`config.mk`:
```
export PLATFORM = sky130hd
export DESIGN_NAME = rx_receiver
export DESIGN_NICKNAME = d
export VERILOG_FILES = /design/src/rtl/rx_receiver.sv
export SDC_FILE = /design/constraint.sdc
export NUM_CORES = 1
export LEC_CHECK = 0
export CAP_MARGIN = 20
export CORE_UTILIZATION = 40
export CTS_CLUSTER_DIAMETER = 80
export DETAILED_ROUTE_END_ITERATION = 8
export GPL_ROUTABILITY_DRIVEN = 1
export SLEW_MARGIN = 20
export SYNTH_ARGS = -nofsm -noshare
export SYNTH_HDL_FRONTEND = slang
export SYNTH_SLANG_ARGS = --single-unit
```
`constraint.sdc`:
```
create_clock -name clk -period 2.73 [get_ports clk]
set_clock_uncertainty 0.05 [all_clocks]
set_input_delay 0.546 -clock clk [delete_from_list [all_inputs] [get_ports clk]]
set_output_delay 0.546 -clock clk [all_outputs]
set_load 0.01 [all_outputs]
```
`src/rtl/rx_receiver.sv`:
```
// Serial packet receiver: start bit, PKT_W data bits MSB first, stop bit.
// Checks the trailing CRC-8 (poly 0x07) and keeps a saturating error count.
module rx_receiver #(
  parameter int CLKS_PER_BIT = 50,
  parameter int PKT_W        = 136
) (
  input  logic             clk,
  input  logic             rst_n,
  input  logic             rx_line,
  output logic [PKT_W-1:0] rx_packet,
  output logic             rx_valid,
  output logic             crc_ok,
  output logic             frame_err,
  output logic             busy,
  output logic [7:0]       err_count
);

  localparam int CNT_W = $clog2(CLKS_PER_BIT);
  localparam int BIT_W = $clog2(PKT_W);
  localparam logic [CNT_W-1:0] FULL_BIT = CNT_W'(CLKS_PER_BIT - 1);
  localparam logic [CNT_W-1:0] HALF_BIT = CNT_W'(CLKS_PER_BIT / 2 - 1);
  localparam logic [BIT_W-1:0] LAST_BIT = BIT_W'(PKT_W - 1);
  localparam logic [BIT_W-1:0] CRC_BITS = BIT_W'(PKT_W - 8);

  typedef enum logic [2:0] {IDLE, START, DATA, STOP, DONE} state_t;

  state_t             state;
  logic               rx_m, rx_s;
  logic [CNT_W-1:0]   cnt;
  logic [BIT_W-1:0]   bit_cnt;
  logic [PKT_W-1:0]   shift;
  logic [7:0]         crc;

  function automatic logic [7:0] crc_step(input logic [7:0] c, input logic b);
    logic fb;
    fb = c[7] ^ b;
    return {c[6:0], 1'b0} ^ (fb ? 8'h07 : 8'h00);
  endfunction

  function automatic logic [7:0] sat_inc(input logic [7:0] v);
    return (v == 8'hFF) ? v : v + 8'd1;
  endfunction

  assign busy = (state != IDLE);

  // NOTE: all state is registered with <= so every flop samples pre-edge values.
  always_ff @(posedge clk) begin
    if (!rst_n) begin
      // NOTE: the wide shift register is reset too; it is plain flops, not a RAM.
      state     <= IDLE;
      rx_m      <= 1'b1;
      rx_s      <= 1'b1;
      cnt       <= '0;
      bit_cnt   <= '0;
      shift     <= '0;
      crc       <= '0;
      rx_packet <= '0;
      crc_ok    <= 1'b0;
      rx_valid  <= 1'b0;
      frame_err <= 1'b0;
      err_count <= '0;
    end else begin
      rx_m      <= rx_line;
      rx_s      <= rx_m;
      rx_valid  <= 1'b0;
      frame_err <= 1'b0;
      case (state)
        IDLE: begin
          cnt <= '0;
          if (!rx_s) state <= START;
        end
        START: begin
          if (cnt == HALF_BIT) begin
            cnt     <= '0;
            bit_cnt <= '0;
            crc     <= '0;
            state   <= rx_s ? IDLE : DATA;
          end else begin
            cnt <= cnt + 1'b1;
          end
        end
        DATA: begin
          if (cnt == FULL_BIT) begin
            cnt   <= '0;
            shift <= {shift[PKT_W-2:0], rx_s};
            if (bit_cnt < CRC_BITS) crc <= crc_step(crc, rx_s);
            if (bit_cnt == LAST_BIT) state <= STOP;
            else bit_cnt <= bit_cnt + 1'b1;
          end else begin
            cnt <= cnt + 1'b1;
          end
        end
        STOP: begin
          if (cnt == FULL_BIT) begin
            cnt <= '0;
            if (rx_s) begin
              rx_packet <= shift;
              crc_ok    <= (crc == shift[7:0]);
              state     <= DONE;
            end else begin
              frame_err <= 1'b1;
              err_count <= sat_inc(err_count);
              state     <= IDLE;
            end
          end else begin
            cnt <= cnt + 1'b1;
          end
        end
        DONE: begin
          // The stop bit still has half a bit left, so IDLE catches the next start.
          rx_valid <= 1'b1;
          if (!crc_ok) err_count <= sat_inc(err_count);
          cnt      <= '0;
          state    <= IDLE;
        end
        default: state <= IDLE;
      endcase
    end
  end

endmodule

```
-- Word level (Yosys, flattened, before mapping)
Cells that the tools add are included.
- register bits: 310
- input port bits: 3
- output and inout port bits: 148
- word-level logic and storage cells: 76
- add/subtract/negate cells: 3
- order comparisons: 1
- equal/unequal tests: 18
- multiplexer cells: 26
- bitwise gates (word level): 2
- reductions and logical operators: 14
- operators by type and width (kind ; count):
    2-to-1 mux 8 bit ; 9
    case mux 8 bit (2 select lines) ; 3
    2-to-1 mux 3 bit ; 7
    inequality test 2 bit, second input constant ; 9
    case mux 6 bit (3 select lines) ; 1
    adder 8 x 1 -> 8 bit, second input constant ; 2
    equality test 8 bit, second input constant ; 2
    2-to-1 mux 6 bit ; 2
    case mux 3 bit (4 select lines) ; 1
    AND reduction 4 bit ; 3
    equality test 8 bit ; 1
    less-than comparator 8 bit, second input constant ; 1
    XOR 8 x 3 -> 8 bit ; 1
    adder 6 x 1 -> 6 bit, second input constant ; 1
    equality test 3 x 2 -> 1 bit, second input constant ; 2
    equality test 6 x 5 -> 1 bit, second input constant ; 1
    equality test 6 bit, second input constant ; 1
    AND reduction 3 bit ; 2
    nonzero test 3 bit ; 2
    AND reduction 5 bit ; 1
    nonzero test 2 bit ; 2
    OR reduction 2 bit ; 2
    equality test 3 x 1 -> 1 bit, second input constant ; 1
    equality test 3 bit, second input constant ; 1
    other kinds (5) ; 6

-- Depth between registers and ports, before layout
- depth after elaboration: 6
- mapped depth: 9
- gate-level depth less buffers: 7

-- Worst setup path after synthesis
No wires, ideal clock.
- path kind: reg-to-reg
- start: register cnt[0]
- end: register crc[5]
- setup time: 70 ps
- data arrival time: 2001 ps
- required time: 2610 ps
- path slack: 609 ps
- cell stages (with the launch flop): 8
- period minus slack after synthesis: 2121 ps
- cells stage by stage: dfxtp_1 -> ha_1 -> nand2_1 -> or4_4 -> o32a_4 -> buf_6 -> or3_1 -> a21oi_1
- word-level cells in the longest chain between the ends: 3
- ends and longest elaborated chain (element ; RTL line ; source):
    from (decl) ; 29 ; logic [CNT_W-1:0] cnt;
    from (signal assigned) ; 79 ; cnt <= cnt + 1'b1;
    from (signal assigned) ; 90 ; cnt <= cnt + 1'b1;
    from (signal assigned) ; 106 ; cnt <= cnt + 1'b1;
    equality test 6 bit or equality test 6 x 5 -> 1 bit (tied branches) ; 83, 73 ;
    inequality test 2 bit (no line) ; - ;
    AND reduction 4 bit (no line) * ; - ;
    to (signal assigned) ; 86 ; if (bit_cnt < CRC_BITS) crc <= crc_step(crc, rx_s);
    to (decl) ; 32 ; logic [7:0] crc;
Every way passes the cells marked *; elsewhere a longest branch is shown, timed or not.
A chain may end at the register's enable or synchronous reset.

-- Worst setup path in the final report
- start: register state[1]
- end: output busy
- word-level cells in the longest chain between the ends: 1
- ends and longest elaborated chain (element ; RTL line ; source):
    from (decl) ; 27 ; state_t state;
    from (signal assigned) ; 77 ; state <= rx_s ? IDLE : DATA;
    nonzero test 3 bit ; 44 ; assign busy = (state != IDLE);
    to (decl) ; 14 ; output logic busy,
Every way passes these cells.

==> results.cfg <==
[global_routing]
antenna_found_initial = 0
global_route.overflow_total = 0
grt_pass1_vias = 8486
grt_pass1_wl_mm = 41.8
grt_start_max_net_pins = 98
grt_use_total_pct = 17.5

[setup_path]
critPathArrivalTime_ps = 1830
startpoint = state[1]
r2r_start = cnt[0]
cpMaxStageDelayCell = clkdlybuf4s50_1
cp-end-kind = primary output
crit_buf_inv = 2
cp_top_family = buffers and inverters
cp_cell_sequence = buf_4, or3_1, clkdlybuf4s50_1
critPathLaunchType = flip-flop
critPathKind = flip-flop to primary output
crit_required_ps = 2130
critical-path-max-stage-delay_ps = 490
crit_path_max_fanout = 11

[sta]
tns_ps = 0
period_needed_ps = 2430
slew_headroom_pct = 45.6
min_period_over_period_pct = 89.0
rsz0062_at_grt = false
worst_slew_pin_slew_ps = 816
setup_viol = 0
maxSlewViolCount = 0
hold_violations = 0
timing.fmax_ghz = 0.411

[route]
wl_per_cell_um = 13.2
ant_nets = 0
route.detailed.drc = 0
drt_wl_total_mm = 25.1
drt_iter0_drc = 577
dr.pass1.iters = 5
vias_per_cell = 4.85
via_count = 9242

[floorplan]
io_pins = 151
chipHeight_um = 168
coreArea_um2 = 27100
die_w_um = 168
die-area_um2 = 28400
initial_utilization_pct = 40.9
row_count = 60

[worst_hold_path]
hp-start = rx_m
hp-class = flip-flop to flip-flop

[placed_design]
dp_hpwl_mm = 15.0
gp_congestion = 0.766
port_buffers = 150

[logic_synthesis]
synth_flop_cell = dfxtp_1
synth_nets = 1408
avgSynthCellArea_um2 = 7.92
yosysUniqueCellTypes = 39
synth-seq-cells = 310
syn_area_um2 = 11100
synthArstFlopShare_pct = 0
seq_area_frac_synth_pct = 56.0
synth-edff-count = 0
syn_inst = 1400
yosys_warnings = 0

[cts]
cts_root_buffer = clkbuf_16
hold_buffers = 0
clk_pin_slew_ps = 60
cts.sinks = 310
cts_setup_buffers = 0
cts_resized = 0
clk_latency_ps = 500
numCtsBuffers = 34
max-clock-path-buffers = 3
cts_tree = yes
htree_levels = 2

[final_layout]
syn_to_final_growth_pct = 27.5
nFillCells = 2626
fin_nets = 1515
diodes = 0
drive_gt1_share_pct = 5.35

[power]
p_per_area_nw_per_um2 = 663
leakage_nw = 4.59
ir_drop_uv = 382
total_power_mw = 9.37

[flow_run]
max-cap-violations = 0

[run_status]
status = complete, no violations
## layout by cell type, fill, tap and decap left out, drive strengths merged, types with 2 or more instances in the layout
master and instances:
a21oi 291, and3 5, buf 20, bufinv 4, clkbuf 50, clkdlybuf4s50 150, clkinv 5, dfxtp 310
ha 5, inv 11, mux2i 2, nand2 563, nand2b 4, nand3 8, nand4 6, nand4b 3
nor2 22, nor3 3, nor4 3, o21ai 8, o31ai 4, or3 13, or4 5, xnor2 5
xor2 18
## per-stage QoR
stage | hold slack (ps) | setup WS (ps) | utilization, % | instances | instance area [um2]
2_1_floorplan | 336 | 609 | - | 1400 | 11100
3_3_place_gp | 340 | 443 | 47.8 | 1843 | 13000
3_5_place_dp | 348 | 402 | 47.8 | 1843 | 13000
4_1_cts | 371 | 277 | 52.2 | 1904 | 14100
5_1_grt | 408 | 194 | 52.2 | 1904 | 14100
6_report | 369 | 299 | 52.2 | 1904 | 14100
## Yosys cell counts, drive strengths merged (2+ instances only)
cell type | instances | share of area [%]
nand3 | 8 | 0.36
mux2i | 2 | 0.18
nand2 | 563 | 19
and3 | 5 | 0.28
xor2 | 18 | 1.4
nand4b | 3 | 0.24
inv | 10 | 0.34
clkbuf | 91 | 3.1
or3 | 13 | 0.73
buf | 8 | 0.36
nor2 | 22 | 0.74
xnor2 | 5 | 0.39
o21ai | 8 | 0.36
nand4 | 6 | 0.34
nand2b | 4 | 0.23
o31ai | 4 | 0.27
dfxtp | 310 | 56
ha | 5 | 0.56
nor3 | 3 | 0.14
or4 | 5 | 0.37
nor4 | 3 | 0.17
a21oi | 291 | 13
## final timing paths
kind / slack (ps) / depth (start not counted) / endpoint
max reg2reg: 360 / 6 / bit_cnt[5]
min reg2reg: 370 / 1 / rx_s
max: 300 / 3 / busy
min: 370 / 1 / rx_s
## state kept, by name, summed over array words and instances (netlist names)
signal and count:
rx_s 1, frame_err 1, rx_packet 136, rx_valid 1
crc_ok 1, shift 136, rx_m 1, crc 8
cnt 6, bit_cnt 8, err_count 8, state 3
## routing by layer
metal | vias to the layer above | global-route usage [%] | routed length, um
met2 | 185 | 28.0 | 11200
li1 | 4767 | - | -
met3 | 28 | 4.19 | 1380
met5 | - | 0 | 0
met1 | 4262 | 23.7 | 12300
met4 | 0 | 4.51 | 362
## layout make-up
class | instances | area (um2) | area share [%]
Clock inverter | 11 | 161 | 1.14
Timing Repair Buffer | 170 | 1760 | 12.5
Multi-Input combinational cell | 981 | 4490 | 31.7
Clock buffer | 50 | 1010 | 7.16
Sequential cell | 310 | 6210 | 43.9
Inverter | 10 | 45.0 | 0.319
Tap cell | 372 | 465 | 3.29
## kinds of logic after synthesis
logic type,after synthesis,share of synthesized area [%]
flip-flops,310,56.0
XOR/XNOR,23,1.82
adder cells (fa/ha/maj),5,0.564
AND/OR/NAND/NOR,644,23.5
multiplexers,2,0.181
AO/OA/AOI/OAI,307,14.2
buffers and inverters,109,3.78
## power breakdown
group	switching (mW)	internal (mW)
Clock	1.79	2.95
Combinational	0.0794	0.0213
Sequential	0.00532	4.53
Total	1.87	7.50
Note: power is estimated with default switching activity, not from simulation.
